**config.mk**
```make
export PLATFORM = sky130hd
export DESIGN_NAME = exu_longpwbck_arb
export DESIGN_NICKNAME = d
export VERILOG_FILES = /design/src/rtl/exu_longpwbck_arb_pkg.sv /design/src/rtl/exu_longpwbck_arb_chk.sv /design/src/rtl/exu_longpwbck_slot.sv /design/src/rtl/exu_longpwbck_arb.sv
export SDC_FILE = /design/constraint.sdc
export NUM_CORES = 1
export LEC_CHECK = 0
export BUFFER_PORTS_ARGS = -buffer_cell sky130_fd_sc_hd__buf_2
export CAP_MARGIN = 30
export CORE_ASPECT_RATIO = 1.1
export CORE_MARGIN = 10
export CORE_UTILIZATION = 45
export DETAILED_ROUTE_END_ITERATION = 8
export PLACE_DENSITY = 0.74
export RECOVER_POWER = 50
export SETUP_SLACK_MARGIN = 0.4
export SYNTH_ARGS = -nofsm -noshare
export SYNTH_HDL_FRONTEND = slang
export SYNTH_HIERARCHICAL = 1
export SYNTH_SLANG_ARGS = --single-unit
```
**constraint.sdc**
```tcl
create_clock -name clk -period 2.74 [get_ports clk]
set_input_delay 0.137 -clock clk [delete_from_list [all_inputs] [get_ports clk]]
set_output_delay 0.137 -clock clk [all_outputs]
set_load 0.05 [all_outputs]
```
**src/rtl/exu_longpwbck_arb_pkg.sv**
```systemverilog
// Shared widths and helpers for the EXU long-pipe writeback/commit arbiter.
package exu_longpwbck_arb_pkg;

    localparam int XLEN        = 32;
    localparam int FLEN        = 64;
    localparam int RFIDX_WIDTH = 5;
    localparam int PC_SIZE     = 32;
    localparam int LP_CH_LSU   = 0;

    function automatic logic [FLEN-1:0] zext_xlen(input logic [XLEN-1:0] d);
        return {{(FLEN-XLEN){1'b0}}, d};
    endfunction

endpackage

```
**src/rtl/exu_longpwbck_arb_chk.sv**
```systemverilog
// Simulation checker for the long-pipe arbiter selection invariants.
module exu_longpwbck_arb_chk #(
    parameter int LP_CH = 2
) (
    input logic             clk,
    input logic             rst_n,
    input logic [LP_CH-1:0] hit
);

    // OITF tags are unique, so at most one slot may match the return pointer.
    a_hit_onehot: assert property (@(posedge clk) disable iff (!rst_n) $onehot0(hit));

endmodule

```
**src/rtl/exu_longpwbck_slot.sv**
```systemverilog
// One-entry skid slot for a single long-pipe channel; refills in the cycle it drains.
module exu_longpwbck_slot
    import exu_longpwbck_arb_pkg::*;
#(
    parameter int ITAG_WIDTH = 2
) (
    input  logic                  clk,
    input  logic                  rst_n,
    input  logic                  fill_valid,
    input  logic [XLEN-1:0]       fill_wdat,
    input  logic [ITAG_WIDTH-1:0] fill_itag,
    input  logic                  fill_excp,
    input  logic                  fill_ld,
    input  logic                  fill_st,
    input  logic [PC_SIZE-1:0]    fill_pc,
    input  logic                  drain,
    input  logic                  bypass_take,
    output logic                  ready,
    output logic                  vld,
    output logic [XLEN-1:0]       wdat,
    output logic [ITAG_WIDTH-1:0] itag,
    output logic                  excp,
    output logic                  ld,
    output logic                  st,
    output logic [PC_SIZE-1:0]    pc
);

    logic                  vld_r;
    logic [XLEN-1:0]       wdat_r;
    logic [ITAG_WIDTH-1:0] itag_r;
    logic                  excp_r;
    logic                  ld_r;
    logic                  st_r;
    logic [PC_SIZE-1:0]    pc_r;
    logic                  load_s;

    assign ready  = ~vld_r | drain;
    // A result that retired straight from the input is accepted but never stored.
    assign load_s = fill_valid & ready & ~bypass_take;

    // Slot storage: load on accept, clear valid on drain, otherwise hold.
    always_ff @(posedge clk or negedge rst_n) begin
        if (!rst_n) begin
            vld_r  <= 1'b0;
            wdat_r <= '0;
            itag_r <= '0;
            excp_r <= 1'b0;
            ld_r   <= 1'b0;
            st_r   <= 1'b0;
            pc_r   <= '0;
        end else if (load_s) begin
            vld_r  <= 1'b1;
            wdat_r <= fill_wdat;
            itag_r <= fill_itag;
            excp_r <= fill_excp;
            ld_r   <= fill_ld;
            st_r   <= fill_st;
            pc_r   <= fill_pc;
        end else if (drain) begin
            vld_r  <= 1'b0;
        end else begin
            vld_r  <= vld_r;
        end
    end

    assign vld  = vld_r;
    assign wdat = wdat_r;
    assign itag = itag_r;
    assign excp = excp_r;
    assign ld   = ld_r;
    assign st   = st_r;
    assign pc   = pc_r;

endmodule

```
**src/rtl/exu_longpwbck_arb.sv**
```systemverilog
// Long-pipe writeback/commit arbiter: retires slot contents in OITF order.
// Optional same-cycle input bypass is enabled with EXU_LONGPWBCK_BYPASS_EN.
module exu_longpwbck_arb
    import exu_longpwbck_arb_pkg::*;
#(
    parameter int LP_CH      = 2,
    parameter int ITAG_WIDTH = 2
) (
    input  logic                        clk,
    input  logic                        rst_n,
    input  logic [LP_CH-1:0]            lp_i_valid,
    output logic [LP_CH-1:0]            lp_i_ready,
    input  logic [LP_CH*XLEN-1:0]       lp_i_wdat,
    input  logic [LP_CH*ITAG_WIDTH-1:0] lp_i_itag,
    input  logic [LP_CH-1:0]            lp_i_excp,
    input  logic [LP_CH-1:0]            lp_i_ld,
    input  logic [LP_CH-1:0]            lp_i_st,
    input  logic [LP_CH*PC_SIZE-1:0]    lp_i_pc,
    input  logic                        oitf_empty,
    input  logic [ITAG_WIDTH-1:0]       oitf_ret_ptr,
    input  logic                        oitf_ret_rdwen,
    input  logic [RFIDX_WIDTH-1:0]      oitf_ret_rdidx,
    output logic                        oitf_ret_ena,
    output logic                        longp_wbck_o_valid,
    input  logic                        longp_wbck_o_ready,
    output logic [FLEN-1:0]             longp_wbck_o_wdat,
    output logic [RFIDX_WIDTH-1:0]      longp_wbck_o_rdidx,
    output logic                        longp_excp_o_valid,
    input  logic                        longp_excp_o_ready,
    output logic                        longp_excp_o_ld,
    output logic                        longp_excp_o_st,
    output logic [PC_SIZE-1:0]          longp_excp_o_pc
);

    logic [LP_CH-1:0]      slot_vld_s;
    logic [XLEN-1:0]       slot_wdat_s [LP_CH];
    logic [ITAG_WIDTH-1:0] slot_itag_s [LP_CH];
    logic [LP_CH-1:0]      slot_excp_s;
    logic [LP_CH-1:0]      slot_ld_s;
    logic [LP_CH-1:0]      slot_st_s;
    logic [PC_SIZE-1:0]    slot_pc_s   [LP_CH];

    logic [LP_CH-1:0]      hit_s;
    logic [LP_CH-1:0]      byp_s;
    logic [LP_CH-1:0]      drain_s;
    logic [LP_CH-1:0]      take_s;
    logic                  any_hit_s;
    logic                  cand_vld_s;
    logic                  go_s;
    logic [XLEN-1:0]       sel_wdat_s;
    logic                  sel_excp_s;
    logic                  sel_ld_s;
    logic                  sel_st_s;
    logic [PC_SIZE-1:0]    sel_pc_s;

    for (genvar c = 0; c < LP_CH; c++) begin : g_slot
        exu_longpwbck_slot #(
            .ITAG_WIDTH (ITAG_WIDTH)
        ) u_slot (
            .clk         (clk),
            .rst_n       (rst_n),
            .fill_valid  (lp_i_valid[c]),
            .fill_wdat   (lp_i_wdat[c*XLEN +: XLEN]),
            .fill_itag   (lp_i_itag[c*ITAG_WIDTH +: ITAG_WIDTH]),
            .fill_excp   (lp_i_excp[c]),
            .fill_ld     (lp_i_ld[c]),
            .fill_st     (lp_i_st[c]),
            .fill_pc     (lp_i_pc[c*PC_SIZE +: PC_SIZE]),
            .drain       (drain_s[c]),
            .bypass_take (take_s[c]),
            .ready       (lp_i_ready[c]),
            .vld         (slot_vld_s[c]),
            .wdat        (slot_wdat_s[c]),
            .itag        (slot_itag_s[c]),
            .excp        (slot_excp_s[c]),
            .ld          (slot_ld_s[c]),
            .st          (slot_st_s[c]),
            .pc          (slot_pc_s[c])
        );

        assign hit_s[c] = slot_vld_s[c] & ~oitf_empty & (slot_itag_s[c] == oitf_ret_ptr);

`ifdef EXU_LONGPWBCK_BYPASS_EN
        // A buffered hit always wins over an arriving result.
        assign byp_s[c] = lp_i_valid[c] & ~slot_vld_s[c] & ~oitf_empty & ~any_hit_s
                        & (lp_i_itag[c*ITAG_WIDTH +: ITAG_WIDTH] == oitf_ret_ptr);
`else
        assign byp_s[c] = 1'b0;
`endif
    end

    assign any_hit_s  = |hit_s;
    assign cand_vld_s = any_hit_s | (|byp_s);

    // AND-OR select of the retiring entry; hit and bypass are mutually exclusive.
    always_comb begin
        sel_wdat_s = '0;
        sel_excp_s = 1'b0;
        sel_ld_s   = 1'b0;
        sel_st_s   = 1'b0;
        sel_pc_s   = '0;
        for (int c = 0; c < LP_CH; c++) begin
            sel_wdat_s = sel_wdat_s | (slot_wdat_s[c] & {XLEN{hit_s[c]}})
                                    | (lp_i_wdat[c*XLEN +: XLEN] & {XLEN{byp_s[c]}});
            sel_excp_s = sel_excp_s | (slot_excp_s[c] & hit_s[c]) | (lp_i_excp[c] & byp_s[c]);
            sel_ld_s   = sel_ld_s   | (slot_ld_s[c] & hit_s[c])   | (lp_i_ld[c] & byp_s[c]);
            sel_st_s   = sel_st_s   | (slot_st_s[c] & hit_s[c])   | (lp_i_st[c] & byp_s[c]);
            sel_pc_s   = sel_pc_s   | (slot_pc_s[c] & {PC_SIZE{hit_s[c]}})
                                    | (lp_i_pc[c*PC_SIZE +: PC_SIZE] & {PC_SIZE{byp_s[c]}});
        end
    end

    // Entries without an rd write retire unconditionally once selected.
    assign go_s = cand_vld_s & (sel_excp_s ? longp_excp_o_ready
                                           : (oitf_ret_rdwen ? longp_wbck_o_ready : 1'b1));

    assign drain_s = hit_s & {LP_CH{go_s}};
    assign take_s  = byp_s & {LP_CH{go_s}};

    assign oitf_ret_ena       = go_s;
    assign longp_wbck_o_valid = cand_vld_s & ~sel_excp_s & oitf_ret_rdwen;
    assign longp_wbck_o_wdat  = zext_xlen(sel_wdat_s);
    assign longp_wbck_o_rdidx = oitf_ret_rdidx;
    assign longp_excp_o_valid = cand_vld_s & sel_excp_s;
    assign longp_excp_o_ld    = sel_ld_s & sel_excp_s;
    assign longp_excp_o_st    = sel_st_s & sel_excp_s;
    assign longp_excp_o_pc    = sel_pc_s & {PC_SIZE{sel_excp_s}};

    exu_longpwbck_arb_chk #(
        .LP_CH (LP_CH)
    ) u_chk (
        .clk   (clk),
        .rst_n (rst_n),
        .hit   (hit_s)
    );

endmodule

```
# After elaboration in Yosys (flattened, before gate mapping)

Cells that the tools add are included.

Equality and inequality tests: 2
Multiplexer cells: 6
Bitwise gates (word level): 35
Reductions and logical operators: 3

Operators with widths:

| operator          | count |
|---|---|
| $and 32x32->32    | 5 |
| $or 32x32->32     | 2 |
| $and 1x1->1       | 18 |
| $mux 1            | 6 |
| $or 1x1->1        | 5 |
| $eq 2x2->1        | 2 |
| $not 1->1         | 4 |
| $reduce_bool 2->1 | 2 |
| $and 2x2->2       | 1 |
| $reduce_or 2->1   | 1 |

Flip-flop bits (word level): 140
Bits of input ports: 153
Output and inout bits: 108
Logic and storage cells: 60

# Longest topological paths before layout

Gate-level depths: netlist (run 1).

Word-level depth: 11
Mapped depth: 12

# Modules after synthesis

The synthesis (run 1) kept the hierarchy.

By module, submodules not included:

| module             | instances | cells an instance | area an instance (um^2) | seq. area each (um^2) |
|---|---|---|---|---|
| exu_longpwbck_slot | 2         | 150               | 2622.5                  | 1751.7 |
| exu_longpwbck_arb  | 1         | 331               | 1941.9                  | 0.0 |

# Worst setup path before layout (run 1)

No wires, ideal clock.

Path kind: register to register
Start point: register g_slot[1].u_slot.itag_r[0]
End point: register g_slot[0].u_slot.wdat_r[15]
Library setup time: 0.127 ns
Data arrival time: 2.797 ns
Data required time: 2.613 ns
Setup slack: -0.184 ns
Cell stages (with the launch flop): 12
Buffers on the path: 4
Clock period less this slack: 2.924 ns
Cells stage by stage: dfrtp_1 > xor2_2 > nor4b_2 > buf_6 > buf_6 > o21bai_1 > o311a_1 > nand2b_1 > nor3b_4 > buf_6 > buf_6 > mux2_1

Word-level cells in the longest chain between the ends: 9

RTL lines:

| what                     | RTL line                 | text |
|---|---|---|
| start: declaration       | exu_longpwbck_slot.sv:30 | `logic [ITAG_WIDTH-1:0] itag_r;` |
| start signal: assignment | exu_longpwbck_slot.sv:54 | `itag_r <= fill_itag;` |
| $eq 2x2->1 *             | exu_longpwbck_arb.sv:81  | `assign hit_s[c] = slot_vld_s[c] & ~oitf_empty & (slot_itag_s[c] == oitf_ret_ptr);` |
| $and 1x1->1 *            | exu_longpwbck_arb.sv:81  |  |
| $and 1x1->1              | exu_longpwbck_arb.sv:105 | `sel_excp_s = sel_excp_s \| (slot_excp_s[c] & hit_s[c]) \| (lp_i_excp[c] & byp_s[c]);` |
| $or 1x1->1               | exu_longpwbck_arb.sv:105 |  |
| $mux 1                   | exu_longpwbck_arb.sv:114 | `assign go_s = cand_vld_s & (sel_excp_s ? longp_excp_o_ready` |
| $and 1x1->1 *            | exu_longpwbck_arb.sv:114 |  |
| $and 2x2->2 *            | exu_longpwbck_arb.sv:117 | `assign drain_s = hit_s & {LP_CH{go_s}};` |
| named net drain_s[0]     | exu_longpwbck_arb.sv:45  | `logic [LP_CH-1:0] drain_s;` |
| $or 1x1->1 *             | exu_longpwbck_slot.sv:37 | `assign ready = ~vld_r \| drain;` |
| named net lp_i_ready[0]  | exu_longpwbck_arb.sv:12  | `output logic [LP_CH-1:0] lp_i_ready,` |
| $and 1x1->1 *            | exu_longpwbck_slot.sv:39 | `assign load_s = fill_valid & ready & ~bypass_take;` |
| end signal: assignment   | exu_longpwbck_slot.sv:53 | `wdat_r <= fill_wdat;` |
| end: declaration         | exu_longpwbck_slot.sv:29 | `logic [XLEN-1:0] wdat_r;` |

The timed path passes the listed nets; every way through them passes the cells marked *.
A chain may end at the register's enable or synchronous reset.

# Worst setup path after layout (run 1)

Start point: register g_slot[1].u_slot.itag_r[1]
End point: output longp_excp_o_pc[9]

Word-level cells in the longest chain between the ends: 5

RTL lines:

| what                                                 | RTL line                                           | text |
|---|---|---|
| $eq 2x2->1 *                                         | exu_longpwbck_arb.sv:81                            |  |
| $and 1x1->1 *                                        | exu_longpwbck_arb.sv:81                            |  |
| $and 32x32->32 / $and 1x1->1 (equally long branches) | exu_longpwbck_arb.sv:108, exu_longpwbck_arb.sv:105 |  |
| $or 32x32->32 / $or 1x1->1 (equally long branches)   | exu_longpwbck_arb.sv:108, exu_longpwbck_arb.sv:105 |  |
| $and 32x32->32 *                                     | exu_longpwbck_arb.sv:127                           | `assign longp_excp_o_pc = sel_pc_s & {PC_SIZE{sel_excp_s}};` |
| end: declaration                                     | exu_longpwbck_arb.sv:32                            | `output logic [PC_SIZE-1:0] longp_excp_o_pc` |

Mark *: on every way between the ends. The rest lies on a longest branch, timed or not.

==> results of run 1 <==
[final cells by class]
| cell class | count | share of cell area (%) |
|---|---|---|
| Clock buffer | 22 | 3.875 |
| Multi-Input combinational cell | 436 | 33.22 |
| Inverter | 3 | 0.09202 |
| Timing Repair Buffer | 416 | 30.72 |
| Antenna cell | 3 | 0.06135 |
| Sequential cell | 140 | 28.66 |
| Tap cell | 200 | 2.045 |
| Clock inverter | 10 | 1.329 |
[registers in the layout, summed over array words and instances, names as in the netlist]
signal and count:
g_slot.u_slot/excp 2, g_slot.u_slot/wdat 64, g_slot.u_slot/st 2, g_slot.u_slot/vld 2, g_slot.u_slot/itag 4, g_slot.u_slot/ld 2, g_slot.u_slot/pc 64
[per-layer routing]
metal / vias up / GRT usage (%) / routed length [µm]
met2: 427 / 41.19 / 15330
met1: 3481 / 27.32 / 10930
met3: 92 / 8.510 / 2831
met4: 0 / 9.596 / 1185
li1: 2989 / - / -
met5: - / 0 / 0
[worst paths after layout]
kind | from | endpoint | slack [ps] | cells past startpoint
hold / removal | lp_i_valid[1] | g_slot[1].u_slot/vld | 40 | 3
hold reg to reg | g_slot[0].u_slot/wdat[19] | g_slot[0].u_slot/wdat[19] | 490 | 1
min in group asynchronous | rst_n | g_slot[1].u_slot/wdat[4] | 840 | 2
setup / recovery | g_slot[1].u_slot/itag[1] | longp_excp_o_pc[9] | 120 | 6
max in group asynchronous | rst_n | g_slot[0].u_slot/wdat[12] | 510 | 3
setup reg to reg | g_slot[1].u_slot/vld | g_slot[1].u_slot/pc[1] | 280 | 11
[power groups by stage]
| stage | Combinational [mW] | Sequential, mW | Clock, mW |
|---|---|---|---|
| 4_1_cts | 6.02 | 3.84 | 2.52 |
| 3_3_place_gp | 4.74 | 3.82 | 0 |
| 6_report | 7.01 | 4.03 | 2.51 |
| 5_1_grt | 7.32 | 4.12 | 2.62 |
| 2_1_floorplan | 3.94 | 3.64 | 0 |
| 3_5_place_dp | 4.84 | 3.85 | 0 |
[stage by stage]
stage               worst slack, ps  util, %
finish                        118.5    78.07
global route                 -4.259    78.05
CTS                           283.4    73.52
detailed placement            48.80    53.85
global placement              127.5    53.85
floorplan                     175.5        -
[worst register-to-register path, stage by stage, from the launching register on]
cell       delay (ps)
dfrtp_1           370
nand2b_2          110
buf_4             220
nor3_4            240
nand2_1            80
mux2i_1           160
nand2b_4          160
nor3b_4           250
buf_6             160
buf_12            110
clkbuf_16         160
mux2_4            310
[placed cells by master (no fill, tap or decap), types with 3 or more instances in the layout]
cell / Yosys / layout
clkbuf_2: 0 / 13
o21ai_0: 3 / 4
buf_16: 0 / 12
bufinv_16: 0 / 4
o41ai_4: 0 / 8
buf_2: 9 / 146
a22o_1: 32 / 32
clkbuf_16: 0 / 25
mux2_4: 0 / 74
inv_1: 3 / 3
clkbuf_1: 25 / 17
mux2_1: 20 / 10
dfrtp_2: 0 / 3
conb_1: 1 / 36
nand3_1: 6 / 6
o21ai_1: 32 / 14
o41ai_2: 0 / 15
a21oi_1: 32 / 20
nand2_1: 98 / 98
mux2_2: 118 / 54
o21ai_2: 0 / 16
clkbuf_8: 0 / 3
dfrtp_1: 140 / 137
dlygate4sd3_1: 0 / 139
buf_4: 47 / 19
o211ai_1: 3 / 3
diode_2: 0 / 3
buf_6: 6 / 49
buf_12: 0 / 11
a21oi_4: 0 / 10
o41ai_1: 31 / 8
[cells by family (layout without fill, tap and decap cells)]
logic type / after synthesis / in the layout / share of synthesized area, %
flip-flops: 140 / 140 / 48.75
multiplexers: 139 / 139 / 21.76
AO/OA/AOI/OAI: 138 / 138 / 13.23
AND/OR/NAND/NOR: 119 / 119 / 7.573
buffers and inverters: 90 / 451 / 7.939
XOR/XNOR: 4 / 4 / 0.6964
other: 1 / 39 / 0.05218
[what timing repair did]
item,in CTS,in global routing
endpoints found under the setup margin,204,207
hold buffers,139,0
buffers inserted,19,2
hold endpoints to repair,212,0
resized for setup,155,119
pin swaps,10,32
gates cloned,12,9
==> results.json, run 1 <==
{
  "outcome": "complete, but fails checks",
  "violations": "capacitance limit, slew limit",
  "antenna_found_initial": 4,
  "die_h_um": 152.5,
  "root_buffer": "clkbuf_16",
  "synth_top_area_share_pct": 48.75,
  "fin_cells": 1230,
  "fillCellCount": 887,
  "timing.fmax_ghz": 0.3815,
  "tightest_slew_ps": 2014,
  "yosysSeqAreaShare_pct": 48.75,
  "slew_viol_final": 76,
  "syn_inst": 631,
  "max_stage_delay_ps": 510,
  "cts_tree": "built",
  "grt_pass1_wl_um": 41640,
  "via_per_inst": 5.682,
  "drtAntennaViolNets": 0,
  "synth.avg_cell_area_um2": 11.39,
  "p_switching_mw": 5.618,
  "cp_common_cell": "clkbuf_2",
  "relSlewSlack_pct": -34.24,
  "rsz0062_at_grt": "yes",
  "cts_made_buffers": 17,
  "leakagePower_nw": 5.607,
  "io_pins": 261,
  "vias": 6989,
  "path_buf_inv": 2,
  "crit_fanout": 16,
  "ys_types": 32,
  "grt_pass1_vias": 7308,
  "setup_viol": 0,
  "yosysTopAreaCell": "dfrtp_1",
  "synth_warnings": 6,
  "clkTransAtPathRegs_ps": 60,
  "hold_viol": 0,
  "fin_setup_tns_ps": 0,
  "endpoint_kind": "output pin",
  "std_cell_rows": 48,
  "final_area_um2": 12240,
  "synth_area_leaders": "dfrtp_1, mux2_2, nand2_1",
  "layout.area.seq_um2": 3507,
  "ys_seq_elements": 140,
  "crit_required_ps": 2600,
  "holdWs_ps": 39.56,
  "syn_area_um2": 7187,
  "dieArea_um2": 21430,
  "post-place-cells": 1014,
  "yosysMostFrequentCell": "dfrtp_1",
  "p_clk_share_pct": 18.5,
  "yosys-top-cells-count": "dfrtp_1, mux2_2, nand2_1, buf_4",
  "hold_class": "input port to flop",
  "p_comb_share_pct": 51.7,
  "insertion_delay_ps": 410,
  "grt_util_all_layers_pct": 24.34,
  "arrival_ps": 2480,
  "placed_cell_area_um2": 8441,
  "initial_core_util_pct": 45.85,
  "crit_family": "compound AO/OA/AOI/OAI gates",
  "routed_wl_um": 30280,
  "ir_drop_uv": 639.4,
  "h-tree-depth": 4,
  "fin_crit_ps": 2622,
  "p_int_mw": 7.933,
  "crit_type": "flop to output pin",
  "nets": 1167,
  "seqPwrFrac_pct": 29.8,
  "gp_congestion": 0.7777,
  "areaGrowthSynthToFinish_pct": 70.26,
  "portBuffers": 218,
  "dr.pass1.iters": 8,
  "drt_iter0_markers": 494,
  "synthArstFlopShare_pct": 100.0,
  "grt_max_degree": 77,
  "drc": 0,
  "synthFlopType": "dfrtp_1",
  "multi_input_area_um2": 4065,
  "die_x_um": 140.5,
  "post-dp-hpwl_um": 14290,
  "skew_ps": 10.29,
  "grt_overflow": 0,
  "crit_chain": "xor2_4 -> clkbuf_2 -> o41ai_1 -> a21oi_1 -> o21ai_1 -> clkbuf_2",
  "fin_crit_sh_pct": 95.68,
  "critPathLaunchType": "flop",
  "clk_path_buf_depth": 2,
  "wl_per_cell_um": 24.62,
  "drive_gt1_share_pct": 47.71,
  "power.total_mw": 13.55,
  "critPathSlowestCell": "o41ai_1",
  "max_cap_violations": 1,
  "synth-edff-count": 0,
  "cts.sinks": 140,
  "switching_share_pct": 41.46,
  "core_region_area_um2": 15680,
  "power_density_nw_per_um2": 1107
}
No activity file was read; power rests on OpenSTA's default activity.
==> run 2: changes to the inputs <==
CELL_PAD_IN_SITES_DETAIL_PLACEMENT = 2   (was unset)
CELL_PAD_IN_SITES_GLOBAL_PLACEMENT = 2   (was unset)
CORE_UTILIZATION = 31   (was 45)
PLACE_DENSITY = unset   (was 0.74)
PLACE_DENSITY_LB_ADDON = 0.1   (was unset)
==> results.json, run 2 (synthesized netlist as in run 1, its figures left out) <==
{
  "hold_class": "input port to flop",
  "vias": 6665,
  "detailedPlace.worstSlack_ps": 191.4,
  "hold_viol": 0,
  "fin_crit_sh_pct": 92.76,
  "max_cap_violations": 0,
  "multi_input_area_um2": 3821,
  "dr.pass1.iters": 4,
  "h-tree-depth": 4,
  "clkTransAtPathRegs_ps": 70,
  "crit_required_ps": 3050,
  "cts_tree": "built",
  "post-dp-hpwl_um": 18010,
  "grt_pass1_vias": 7820,
  "drc": 0,
  "std_cell_rows": 58,
  "path_buf_inv": 2,
  "fillCellCount": 2243,
  "grt_overflow": 0,
  "gp_congestion": 0.7832,
  "fin_crit_ps": 2542,
  "setup_viol": 0,
  "insertion_delay_ps": 420,
  "clk_path_buf_depth": 2,
  "wl_per_cell_um": 25.68,
  "timing.fmax_ghz": 0.3934,
  "tightest_slew_ps": 1177,
  "max_stage_delay_ps": 400,
  "outcome": "complete, no violations",
  "io_pins": 261,
  "die_h_um": 179.7,
  "mostFrequentLayoutCell": "buf_2",
  "areaGrowthSynthToFinish_pct": 64.75,
  "crit_type": "flop to flop",
  "drt_iter0_markers": 218,
  "ir_drop_uv": 714.7,
  "nets": 1161,
  "worst_slack_ps": 198.4,
  "rsz0062_at_grt": "yes",
  "drive_gt1_share_pct": 48.19,
  "die_x_um": 165.2,
  "initial_core_util_pct": 31.44,
  "leakagePower_nw": 5.425,
  "skew_ps": 13.39,
  "routed_wl_um": 34020,
  "cts.sinks": 140,
  "arrival_ps": 2850,
  "cts_made_buffers": 17,
  "grt_pass1_wl_um": 48380,
  "grt_util_all_layers_pct": 21.06,
  "critPathSlowestCell": "dfrtp_1",
  "crit_fanout": 11,
  "crit_family": "multiplexers",
  "endpoint_kind": "flop",
  "relSlewSlack_pct": 21.54,
  "core_region_area_um2": 22860,
  "layout.area.seq_um2": 3507,
  "grt_max_degree": 82,
  "dieArea_um2": 29680,
  "slew_viol_final": 0,
  "via_per_inst": 5.030,
  "antenna_found_initial": 5,
  "crit_chain": "xor2_1 -> nor3_4 -> a21oi_1 -> mux2i_1 -> nand2b_4 -> nor3b_4 -> buf_6 -> clkbuf_4 -> mux2_2",
  "root_buffer": "clkbuf_16",
  "drtAntennaViolNets": 0,
  "most-common-layout-cells": "buf_2, dlygate4sd3_1, dfrtp_1",
  "power_density_nw_per_um2": 1072,
  "fin_setup_tns_ps": 0,
  "critPathLaunchType": "flop",
  "portBuffers": 218
}
[run 2: changes by cell type in the layout (fill, tap and decap cells not counted), sizes merged, moves of 3 or more]
cell,delta
buf,-3
bufinv,-4
clkbuf,-6
clkinvlp,+4
inv,+5
[run 2: where the power goes]
group | leakage (nW) | switching (mW) | internal, mW
sequential | 1.67 | 0.896 | 3.13
clock | 0.254 | 1.01 | 1.20
combinational | 3.50 | 3.62 | 2.84
[run 2: final cells by class]
type	count	share of cell area (%)
Inverter	3	0.09511
Sequential cell	140	29.62
Timing Repair Buffer	410	30.12
Tap cell	300	3.170
Antenna cell	4	0.08454
Clock inverter	14	0.9299
Clock buffer	18	3.709
Multi-Input combinational cell	436	32.27
[run 2: what timing repair did]
item,CTS,global route
hold endpoints to repair,215,2
endpoints found under the setup margin,207,209
setup buffers,14,5
gates resized for setup,100,105
cloned,9,10
hold buffers,137,2
pin swaps,4,10
[run 2: worst paths after layout]
kind | from | endpoint | slack, ps | depth (start not counted)
max | g_slot[0].u_slot/itag[1] | g_slot[1].u_slot/wdat[14] | 200 | 9
min | lp_i_valid[0] | g_slot[0].u_slot/vld | 60 | 3
max reg2reg | g_slot[0].u_slot/itag[1] | g_slot[1].u_slot/wdat[14] | 200 | 9
min reg2reg | g_slot[0].u_slot/wdat[23] | g_slot[0].u_slot/wdat[23] | 500 | 1
max in group asynchronous | rst_n | g_slot[1].u_slot/pc[16] | 730 | 3
min in group asynchronous | rst_n | g_slot[0].u_slot/pc[11] | 340 | 2
[run 2: layer usage]
layer / global-route usage (%) / share of wire, % / wire, µm / up-vias
li1: - / - / - / 2964
met1: 24.44 / 39 / 13290 / 3480
met2: 36.88 / 54 / 18480 / 187
met3: 5.896 / 5.3 / 1790 / 32
met4: 5.461 / 1.3 / 452 / 2
met5: 0 / 0.038 / 13 / -
[run 2: worst reg2reg max path: cells and delay by family, from the launching register on]
family	cells	cell delay, ps
mux	2	580
simple gates	3	500
buf+inv	2	410
flops	1	400
xor+xnor	1	340
compound gates	1	200
[run 2: metrics by stage]
stage	area (µm²)	power, mW	utilization, %	hold slack, ps	cells
6_report	11840	12.69	51.80	58.06	1325
5_1_grt	11840	13.37	51.77	83.59	1323
4_1_cts	11150	11.94	48.80	1.582	1304
3_5_place_dp	8538	8.936	37.35	266.5	1112
3_3_place_gp	8538	8.642	37.35	259.8	1112
2_1_floorplan	7450	7.573	-	-158.6	666
